--- config.mk ---
export PLATFORM = sky130hd
export DESIGN_NAME = dc_mcl_conf_commit
export DESIGN_NICKNAME = d
export VERILOG_FILES = /design/src/rtl/dc_mcl_pkg.sv /design/src/rtl/dc_mcl_serial_divider.sv /design/src/rtl/dc_mcl_conf_commit.sv
export SDC_FILE = /design/constraint.sdc
export NUM_CORES = 1
export LEC_CHECK = 0
export BUFFER_PORTS_ARGS = -buffer_cell sky130_fd_sc_hd__buf_2
export CAP_MARGIN = 0
export CORE_UTILIZATION = 35
export CTS_BUF_LIST = sky130_fd_sc_hd__clkbuf_16
export DETAILED_ROUTE_END_ITERATION = 6
export PLACE_DENSITY = 0.59
export SLEW_MARGIN = 5
export SYNTH_ARGS = -nofsm -noshare
export SYNTH_HDL_FRONTEND = slang
export SYNTH_SLANG_ARGS = --single-unit
--- constraint.sdc ---
create_clock -name clk -period 4 [get_ports clk]
set_clock_uncertainty 0.15 [all_clocks]
set_input_delay 0.2 -clock clk [delete_from_list [all_inputs] [get_ports clk]]
set_output_delay 0.2 -clock clk [all_outputs]
set_load 0.01 [all_outputs]
--- src/rtl/dc_mcl_pkg.sv ---
// Shared types and widths for the config commit block: FSM state, config payload, step width.
package dc_mcl_pkg;

   localparam int unsigned SCR_SIZE_WIDTH     = 12;
   localparam int unsigned AXI_ARADDR_WIDTH   = 32;
   localparam int unsigned RGB_WIDTH          = 24;
   localparam int unsigned SCALE_METHOD_WIDTH = 2;
   localparam int unsigned STEP_FRAC_WIDTH    = 16;

   function automatic int unsigned calc_step_w(input int unsigned scr_w, input int unsigned frac_w);
      return scr_w + frac_w;
   endfunction

   localparam int unsigned STEP_W = calc_step_w(SCR_SIZE_WIDTH, STEP_FRAC_WIDTH);

   typedef enum logic [1:0] {
      ST_IDLE    = 2'd0,
      ST_CALC_X  = 2'd1,
      ST_CALC_Y  = 2'd2,
      ST_PENDING = 2'd3
   } commit_state_e;

   typedef struct packed {
      logic [SCR_SIZE_WIDTH-1:0]     screen_width;
      logic [SCR_SIZE_WIDTH-1:0]     screen_height;
      logic [SCR_SIZE_WIDTH-1:0]     tex_width;
      logic [SCR_SIZE_WIDTH-1:0]     tex_height;
      logic [SCR_SIZE_WIDTH-1:0]     image_width;
      logic [SCR_SIZE_WIDTH-1:0]     image_height;
      logic [SCR_SIZE_WIDTH-1:0]     image_offset_x;
      logic [SCR_SIZE_WIDTH-1:0]     image_offset_y;
      logic [SCALE_METHOD_WIDTH-1:0] scale_method;
      logic [RGB_WIDTH-1:0]          border_color;
      logic [AXI_ARADDR_WIDTH-1:0]   tex_address;
   } conf_t;

endpackage

--- src/rtl/dc_mcl_serial_divider.sv ---
// Restoring unsigned divider, one quotient bit per enabled cycle, MSB first.
// done_c/quot_c flag the final iteration so the caller can chain a new start on the same edge.
module dc_mcl_serial_divider #(
   parameter int unsigned DIVIDEND_W = 28,
   parameter int unsigned DIVISOR_W  = 12
) (
   input  logic                  clk,
   input  logic                  rst,
   input  logic                  en,
   input  logic                  start,
   input  logic [DIVIDEND_W-1:0] dividend,
   input  logic [DIVISOR_W-1:0]  divisor,
   output logic                  busy,
   output logic                  done_c,
   output logic [DIVIDEND_W-1:0] quot_c
);

   localparam int unsigned CNT_W = $clog2(DIVIDEND_W + 1);
   localparam int unsigned REM_W = DIVISOR_W + 1;

   logic [DIVISOR_W-1:0]  rem_q, rem_d, rem_nx;
   logic [DIVIDEND_W-1:0] acc_q, acc_d, acc_nx;
   logic [DIVISOR_W-1:0]  divisor_q, divisor_d;
   logic [CNT_W-1:0]      cnt_q, cnt_d;
   logic                  busy_q, busy_d;
   logic [REM_W-1:0]      rem_sh;
   logic                  ge;

   // acc holds the remaining dividend bits in its top and collects quotient bits at the bottom
   always_comb begin
      rem_sh = {rem_q, acc_q[DIVIDEND_W-1]};
      ge     = rem_sh >= {1'b0, divisor_q};
      rem_nx = ge ? DIVISOR_W'(rem_sh - {1'b0, divisor_q}) : DIVISOR_W'(rem_sh);
      acc_nx = {acc_q[DIVIDEND_W-2:0], ge};
      done_c = busy_q && (cnt_q == CNT_W'(1));
      quot_c = acc_nx;

      rem_d     = rem_q;
      acc_d     = acc_q;
      divisor_d = divisor_q;
      cnt_d     = cnt_q;
      busy_d    = busy_q;
      if (busy_q) begin
         rem_d  = rem_nx;
         acc_d  = acc_nx;
         cnt_d  = cnt_q - CNT_W'(1);
         busy_d = !done_c;
      end
      if (start) begin
         rem_d     = '0;
         acc_d     = dividend;
         divisor_d = divisor;
         cnt_d     = CNT_W'(DIVIDEND_W);
         busy_d    = 1'b1;
      end
   end

   always_ff @(posedge clk) begin
      if (rst) begin
         rem_q     <= '0;
         acc_q     <= '0;
         divisor_q <= '0;
         cnt_q     <= '0;
         busy_q    <= 1'b0;
      end else if (en) begin
         rem_q     <= rem_d;
         acc_q     <= acc_d;
         divisor_q <= divisor_d;
         cnt_q     <= cnt_d;
         busy_q    <= busy_d;
      end
   end

   assign busy = busy_q;

endmodule

--- src/rtl/dc_mcl_conf_commit.sv ---
// Captures one config into a shadow set, derives texture steps and visible window,
// and commits everything to act_* on the first frame_start after the steps are ready.
module dc_mcl_conf_commit
   import dc_mcl_pkg::*;
(
   input  logic                          clk,
   input  logic                          rst,
   input  logic                          en,
   input  logic [SCR_SIZE_WIDTH-1:0]     conf_screen_width,
   input  logic [SCR_SIZE_WIDTH-1:0]     conf_screen_height,
   input  logic [SCR_SIZE_WIDTH-1:0]     conf_tex_width,
   input  logic [SCR_SIZE_WIDTH-1:0]     conf_tex_height,
   input  logic [SCR_SIZE_WIDTH-1:0]     conf_image_width,
   input  logic [SCR_SIZE_WIDTH-1:0]     conf_image_height,
   input  logic [SCR_SIZE_WIDTH-1:0]     conf_image_offset_x,
   input  logic [SCR_SIZE_WIDTH-1:0]     conf_image_offset_y,
   input  logic [SCALE_METHOD_WIDTH-1:0] conf_scale_method,
   input  logic [RGB_WIDTH-1:0]          conf_border_color,
   input  logic [AXI_ARADDR_WIDTH-1:0]   conf_tex_address,
   input  logic                          conf_valid,
   output logic                          conf_ready,
   input  logic                          frame_start,
   output logic [SCR_SIZE_WIDTH-1:0]     act_screen_width,
   output logic [SCR_SIZE_WIDTH-1:0]     act_screen_height,
   output logic [SCR_SIZE_WIDTH-1:0]     act_tex_width,
   output logic [SCR_SIZE_WIDTH-1:0]     act_tex_height,
   output logic [SCR_SIZE_WIDTH-1:0]     act_image_width,
   output logic [SCR_SIZE_WIDTH-1:0]     act_image_height,
   output logic [SCR_SIZE_WIDTH-1:0]     act_image_offset_x,
   output logic [SCR_SIZE_WIDTH-1:0]     act_image_offset_y,
   output logic [SCALE_METHOD_WIDTH-1:0] act_scale_method,
   output logic [RGB_WIDTH-1:0]          act_border_color,
   output logic [AXI_ARADDR_WIDTH-1:0]   act_tex_address,
   output logic [STEP_W-1:0]             act_step_x,
   output logic [STEP_W-1:0]             act_step_y,
   output logic [SCR_SIZE_WIDTH-1:0]     act_vis_x_end,
   output logic [SCR_SIZE_WIDTH-1:0]     act_vis_y_end,
   output logic                          act_visible,
   output logic                          act_loaded,
   output logic                          act_update,
   output logic                          conf_error
);

   localparam int unsigned SUM_W = SCR_SIZE_WIDTH + 1;

   commit_state_e             state_q, state_d;
   conf_t                     conf_in_c;
   conf_t                     shadow_q, shadow_d;
   conf_t                     act_q, act_d;
   logic [STEP_W-1:0]         step_x_q, step_x_d, step_y_q, step_y_d;
   logic [STEP_W-1:0]         act_step_x_q, act_step_x_d, act_step_y_q, act_step_y_d;
   logic [SCR_SIZE_WIDTH-1:0] act_vis_x_end_q, act_vis_x_end_d, act_vis_y_end_q, act_vis_y_end_d;
   logic                      act_visible_q, act_visible_d;
   logic                      act_loaded_q, act_loaded_d;
   logic                      act_update_q, act_update_d;
   logic                      conf_ready_q, conf_ready_d;
   logic                      conf_error_q, conf_error_d;

   logic                      div_start_c, div_busy, div_done_c;
   logic [STEP_W-1:0]         div_dividend_c, div_quot_c;
   logic [SCR_SIZE_WIDTH-1:0] div_divisor_c;

   logic [SUM_W-1:0]          sum_x_c, sum_y_c;
   logic [SCR_SIZE_WIDTH-1:0] vis_x_end_c, vis_y_end_c;
   logic                      visible_c;

   assign conf_in_c = '{screen_width:   conf_screen_width,   screen_height:  conf_screen_height,
                        tex_width:      conf_tex_width,      tex_height:     conf_tex_height,
                        image_width:    conf_image_width,    image_height:   conf_image_height,
                        image_offset_x: conf_image_offset_x, image_offset_y: conf_image_offset_y,
                        scale_method:   conf_scale_method,   border_color:   conf_border_color,
                        tex_address:    conf_tex_address};

   // Visible window from the shadow set; the extra sum bit keeps offset+dim from wrapping
   always_comb begin
      sum_x_c     = SUM_W'(shadow_q.image_offset_x) + SUM_W'(shadow_q.image_width);
      sum_y_c     = SUM_W'(shadow_q.image_offset_y) + SUM_W'(shadow_q.image_height);
      vis_x_end_c = (sum_x_c > SUM_W'(shadow_q.screen_width))  ? shadow_q.screen_width
                                                               : SCR_SIZE_WIDTH'(sum_x_c);
      vis_y_end_c = (sum_y_c > SUM_W'(shadow_q.screen_height)) ? shadow_q.screen_height
                                                               : SCR_SIZE_WIDTH'(sum_y_c);
      visible_c   = (shadow_q.image_offset_x < shadow_q.screen_width) &&
                    (shadow_q.image_offset_y < shadow_q.screen_height) &&
                    (shadow_q.image_width != '0) && (shadow_q.image_height != '0);
   end

   always_comb begin
      state_d         = state_q;
      shadow_d        = shadow_q;
      step_x_d        = step_x_q;
      step_y_d        = step_y_q;
      act_d           = act_q;
      act_step_x_d    = act_step_x_q;
      act_step_y_d    = act_step_y_q;
      act_vis_x_end_d = act_vis_x_end_q;
      act_vis_y_end_d = act_vis_y_end_q;
      act_visible_d   = act_visible_q;
      act_loaded_d    = act_loaded_q;
      act_update_d    = 1'b0;
      conf_ready_d    = conf_ready_q;
      conf_error_d    = conf_error_q;
      div_start_c     = 1'b0;
      div_dividend_c  = '0;
      div_divisor_c   = '0;

      case (state_q)
         ST_IDLE: begin
            conf_ready_d = !div_busy;
            if (conf_valid && conf_ready_q) begin
               shadow_d       = conf_in_c;
               conf_ready_d   = 1'b0;
               div_start_c    = 1'b1;
               div_dividend_c = {conf_tex_width, {STEP_FRAC_WIDTH{1'b0}}};
               div_divisor_c  = conf_image_width;
               if ((conf_image_width == '0) || (conf_image_height == '0)) conf_error_d = 1'b1;
               state_d        = ST_CALC_X;
            end
         end
         ST_CALC_X: begin
            // Chain the height division on the edge the width result lands
            if (div_done_c) begin
               step_x_d       = div_quot_c;
               div_start_c    = 1'b1;
               div_dividend_c = {shadow_q.tex_height, {STEP_FRAC_WIDTH{1'b0}}};
               div_divisor_c  = shadow_q.image_height;
               state_d        = ST_CALC_Y;
            end
         end
         ST_CALC_Y: begin
            if (div_done_c) begin
               step_y_d = div_quot_c;
               state_d  = ST_PENDING;
            end
         end
         ST_PENDING: begin
            if (frame_start) begin
               act_d           = shadow_q;
               act_step_x_d    = step_x_q;
               act_step_y_d    = step_y_q;
               act_vis_x_end_d = vis_x_end_c;
               act_vis_y_end_d = vis_y_end_c;
               act_visible_d   = visible_c;
               act_loaded_d    = 1'b1;
               act_update_d    = 1'b1;
               conf_ready_d    = 1'b1;
               state_d         = ST_IDLE;
            end
         end
         default: state_d = ST_IDLE;
      endcase
   end

   always_ff @(posedge clk) begin
      if (rst) begin
         state_q         <= ST_IDLE;
         shadow_q        <= '0;
         step_x_q        <= '0;
         step_y_q        <= '0;
         act_q           <= '0;
         act_step_x_q    <= '0;
         act_step_y_q    <= '0;
         act_vis_x_end_q <= '0;
         act_vis_y_end_q <= '0;
         act_visible_q   <= 1'b0;
         act_loaded_q    <= 1'b0;
         act_update_q    <= 1'b0;
         conf_ready_q    <= 1'b0;
         conf_error_q    <= 1'b0;
      end else if (en) begin
         state_q         <= state_d;
         shadow_q        <= shadow_d;
         step_x_q        <= step_x_d;
         step_y_q        <= step_y_d;
         act_q           <= act_d;
         act_step_x_q    <= act_step_x_d;
         act_step_y_q    <= act_step_y_d;
         act_vis_x_end_q <= act_vis_x_end_d;
         act_vis_y_end_q <= act_vis_y_end_d;
         act_visible_q   <= act_visible_d;
         act_loaded_q    <= act_loaded_d;
         act_update_q    <= act_update_d;
         conf_ready_q    <= conf_ready_d;
         conf_error_q    <= conf_error_d;
      end
   end

   dc_mcl_serial_divider #(
      .DIVIDEND_W (STEP_W),
      .DIVISOR_W  (SCR_SIZE_WIDTH)
   ) u_div (
      .clk      (clk),
      .rst      (rst),
      .en       (en),
      .start    (div_start_c),
      .dividend (div_dividend_c),
      .divisor  (div_divisor_c),
      .busy     (div_busy),
      .done_c   (div_done_c),
      .quot_c   (div_quot_c)
   );

   assign act_screen_width   = act_q.screen_width;
   assign act_screen_height  = act_q.screen_height;
   assign act_tex_width      = act_q.tex_width;
   assign act_tex_height     = act_q.tex_height;
   assign act_image_width    = act_q.image_width;
   assign act_image_height   = act_q.image_height;
   assign act_image_offset_x = act_q.image_offset_x;
   assign act_image_offset_y = act_q.image_offset_y;
   assign act_scale_method   = act_q.scale_method;
   assign act_border_color   = act_q.border_color;
   assign act_tex_address    = act_q.tex_address;
   assign act_step_x         = act_step_x_q;
   assign act_step_y         = act_step_y_q;
   assign act_vis_x_end      = act_vis_x_end_q;
   assign act_vis_y_end      = act_vis_y_end_q;
   assign act_visible        = act_visible_q;
   assign act_loaded         = act_loaded_q;
   assign act_update         = act_update_q;
   assign conf_ready         = conf_ready_q;
   assign conf_error         = conf_error_q;

endmodule

==> flow_summary.toml <==
[run]
drv.max_cap_violation_count = 0

[detailed_routing]
finalWirelength_um = 71700
number_of_detailed_routing_iterations_run_before_antenna_repair = 5
route.detailed.wl_per_inst_um = 17.7
drc = 0
via_per_inst = 5.05
detailedRoute.firstIterationViolations = 1346
routed-via-count = 20500
route.antenna.remaining_nets = 0

[final_layout]
drive_above_1_share_pct = 17.6
stdcell_area_mm2 = 0.0279
finish.net_count = 3491
fillerInstances = 5934
multi_input_area_mm2 = 0.0102
layout.cells.non_filler = 4061
utilization_pct = 46.9
seq_area_mm2 = 0.0102
syn2layout_area_growth_pct = 31.5

[clock_network]
cts_made_buffers = 55
htree_num_levels = 2
clock_tree.buffer_depth = 3
tritoncts_clock_tree = "built"
clk_latency_ns = 0.61
clkSinkCount = 509
path_clk_slew_ns = 0.06
root_buffer = "sky130_fd_sc_hd__clkbuf_16"

[placement]
inst_count_dp = 3767
dpl_cell_area_mm2 = 0.0241
place_worst_setup_slack_ns = 0.0295
place.gp.congestion = 0.895
portBuffers = 397
dp_hpwl_um = 49500

[yosys]
synthesis.nets = 2963
share_of_synthesized_flip_flops_with_an_asynchronous_set_or_reset_pct = 0
synth_ff_type = "sky130_fd_sc_hd__dfxtp_1"
mean_post_synth_cell_area_um2 = 7.82
netlist.top_cell.by_area = "sky130_fd_sc_hd__dfxtp_1"
yosysWarningCount = 0
number_of_synthesized_flops_with_an_enable_pin = 0
yosys-top-cells-count = "897 x sky130_fd_sc_hd__nand2_1, 509 x sky130_fd_sc_hd__dfxtp_1, 497 x sky130_fd_sc_hd__a21oi_1"
netlist_instances = 2713
postSynthRegisterBits = 509
netlist_area_mm2 = 0.0212
largest_cells_by_area_after_synthesis = "sky130_fd_sc_hd__dfxtp_1 48%, sky130_fd_sc_hd__nand2_1 16%, sky130_fd_sc_hd__a21oi_1 12%, sky130_fd_sc_hd__ha_1 5.2%, sky130_fd_sc_hd__clkbuf_1 2.6%"
synth.lib_cells_used.distinct = 75
post-synth-top-count-cell = "sky130_fd_sc_hd__nand2_1"
proportion_of_synthesized_chip_area_in_sequential_cells_pct = 48.1
yosys.area.top_type_share_pct = 48.1

[global_routing]
grt_first_pass_wirelength_um = 109000
grt_pass1_vias = 19200
groute.usage.overall_pct = 22.4
antenna_found_initial = 3
grt_max_degree = 193
global_route.overflow_total = 0

[power_and_ir_drop]
vdd_drop_max_v = 0.000383
cellLeakagePower_uw = 0.0111
power_density_mw_per_mm2 = 409

[critical_path]
cp.depth = 16
critical_path.endpoint_type = "flip-flop"
cpLargestDelayFamily = "compound AO/OA/AOI/OAI gates"
setup.worst_path.start_class = "flip-flop"
worstPathRequired_ns = 4.28
crit_path_cell_trace = "ha_2, inv_1, fa_2, nor2b_2, o31a_1, buf_4, o2111ai_2, o311ai_2, ha_1, and3_1, a221o_1, a221oi_2, and3_4, buf_4, mux2i_1, a211oi_1"
slowest_delay_ns = 0.36
r2r_cells = 16
path_class = "flip-flop to flip-flop"
critPathMostFrequentCell = "sky130_fd_sc_hd__buf_4"
critical_path.slowest_cell = "sky130_fd_sc_hd__fa_2"
cp_max_fo = 4
arrival_ns = 4.10
cp.buffers_inverters = 3

[sta]
report.final.slew_viol_count = 0
worst_slew_pin_slew_ns = 1.08
post-route-period-util_pct = 95.5
max-slew-margin-rel_pct = 27.8
finalSetupTns_ns = 0
final_hold_viol_count = 0
clock.fmax_mhz = 262
fin_crit_ns = 3.82
final.setup.worst_slack_ns = 0.178
finalSetupViolCount = 0

[floorplan]
row_count = 89
design.core.area_mm2 = 0.0595
floorplan.initialDensity_pct = 35.7
die_w_um = 248
fp.dieH_um = 248
design.die.area_mm2 = 0.0616
ios = 398

[hold_path]
min_path_cells = 4
hold_class = "input port to flip-flop"

[status]
status = "completed"
-- layout by cell type, fill, tap and decap left out, types with 8 or more instances in the layout --
cell / instances
sky130_fd_sc_hd__a31oi_1: 11
sky130_fd_sc_hd__dfxtp_1: 508
sky130_fd_sc_hd__nor2b_1: 12
sky130_fd_sc_hd__nor4_1: 19
sky130_fd_sc_hd__bufinv_16: 8
sky130_fd_sc_hd__nand2b_1: 11
sky130_fd_sc_hd__o21a_1: 10
sky130_fd_sc_hd__clkbuf_16: 55
sky130_fd_sc_hd__a221oi_1: 15
sky130_fd_sc_hd__a22oi_1: 13
sky130_fd_sc_hd__clkinv_1: 14
sky130_fd_sc_hd__mux2i_1: 18
sky130_fd_sc_hd__a21oi_1: 496
sky130_fd_sc_hd__dlygate4sd3_1: 185
sky130_fd_sc_hd__clkinv_2: 13
sky130_fd_sc_hd__xnor2_1: 10
sky130_fd_sc_hd__buf_12: 8
sky130_fd_sc_hd__nand4_1: 10
sky130_fd_sc_hd__o21ai_1: 27
sky130_fd_sc_hd__a211oi_1: 10
sky130_fd_sc_hd__buf_4: 60
sky130_fd_sc_hd__buf_2: 396
sky130_fd_sc_hd__and3_1: 10
sky130_fd_sc_hd__nand3_1: 51
sky130_fd_sc_hd__ha_1: 85
sky130_fd_sc_hd__nor2_1: 73
sky130_fd_sc_hd__o21ai_0: 42
sky130_fd_sc_hd__nor3_1: 21
sky130_fd_sc_hd__inv_1: 71
sky130_fd_sc_hd__nand2_1: 896
-- logic make-up after synthesis --
logic type | count (synthesis) | synth area share, %
xor gates and xnor gates | 15 | 0.620
muxes | 21 | 1.00
AOI/OAI and AO/OA | 694 | 18.4
buffers and inverters | 243 | 4.46
adders and majority gates | 91 | 5.48
and+or+nand+nor | 1140 | 22.0
DFF | 509 | 48.1
-- metal layers --
metal,global-route usage (%),vias up,part of all wire [%]
li1,-,10200,-
met4,6.03,4,2.2
met1,28.8,9605,43
met5,0,-,0.025
met2,37.7,570,48
met3,4.86,107,6.7
-- repair_timing --
action,CTS,global route
resized for setup,0,18
buffers inserted,0,5
hold endpoints to repair,227,0
endpoints found under the setup margin,0,13
hold buffers,185,0
-- power breakdown --
group / internal, µW / switching (µW) / leakage, µW
logic: 481 / 582 / 0.00611
clock network: 3010 / 2140 / 0.000930
registers: 5130 / 62.5 / 0.00411
-- final timing paths --
| kind | from | slack, ns | endpoint |
|---|---|---|---|
| setup reg to reg | shadow_q[70] | 0.18 | act_vis_x_end[7] |
| hold reg to reg | shadow_q[17] | 0.30 | act_tex_address[17] |
| setup / recovery | shadow_q[70] | 0.18 | act_vis_x_end[7] |
| hold / removal | conf_tex_address[20] | 0.23 | shadow_q[20] |
-- worst register-to-register path: stages, from the launching register on --
cell and delay [ns]:
sky130_fd_sc_hd__dfxtp_1 0.34, sky130_fd_sc_hd__ha_2 0.20, sky130_fd_sc_hd__inv_1 0.06, sky130_fd_sc_hd__fa_2 0.36
sky130_fd_sc_hd__nor2b_2 0.14, sky130_fd_sc_hd__o31a_1 0.25, sky130_fd_sc_hd__buf_4 0.17, sky130_fd_sc_hd__o2111ai_2 0.14
sky130_fd_sc_hd__o311ai_2 0.12, sky130_fd_sc_hd__ha_1 0.30, sky130_fd_sc_hd__and3_1 0.20, sky130_fd_sc_hd__a221o_1 0.33
sky130_fd_sc_hd__a221oi_2 0.28, sky130_fd_sc_hd__and3_4 0.24, sky130_fd_sc_hd__buf_4 0.14, sky130_fd_sc_hd__mux2i_1 0.18
sky130_fd_sc_hd__a211oi_1 0.08
-- layout make-up --
cell class / instances / share of cell area [%]
Antenna cell: 1 / 0.00898
Clock buffer: 55 / 4.94
Clock inverter: 48 / 1.58
Inverter: 63 / 0.848
Multi-Input combinational cell: 1961 / 36.6
Sequential cell: 509 / 36.6
Tap cell: 773 / 3.47
Timing Repair Buffer: 651 / 16.0
-- registers in the layout, indices dropped and copies added (netlist names), 5 cells and up --
register            count
shadow_q              154
act_tex_address        32
act_step_x             28
act_step_y             28
step_x_q               28
step_y_q               28
u_div.acc_q            28
act_border_color       24
act_image_height       12
act_image_offset_x     12
act_image_offset_y     12
act_image_width        12
act_screen_height      12
act_screen_width       12
act_tex_height         12
act_tex_width          12
act_vis_x_end          12
act_vis_y_end          12
u_div.divisor_q        12
u_div.rem_q            12
u_div.cnt_q             5
-- metrics by stage --
| stage | power (µW) | hold WS (ns) |
|---|---|---|
| floorplan | 5860 | 0.186 |
| global placement | 6180 | 0.288 |
| detailed placement | 6180 | 0.292 |
| CTS | 11500 | 0.183 |
| global route | 11800 | 0.205 |
| finish | 11400 | 0.228 |
(Power assumes the default switching activity.)
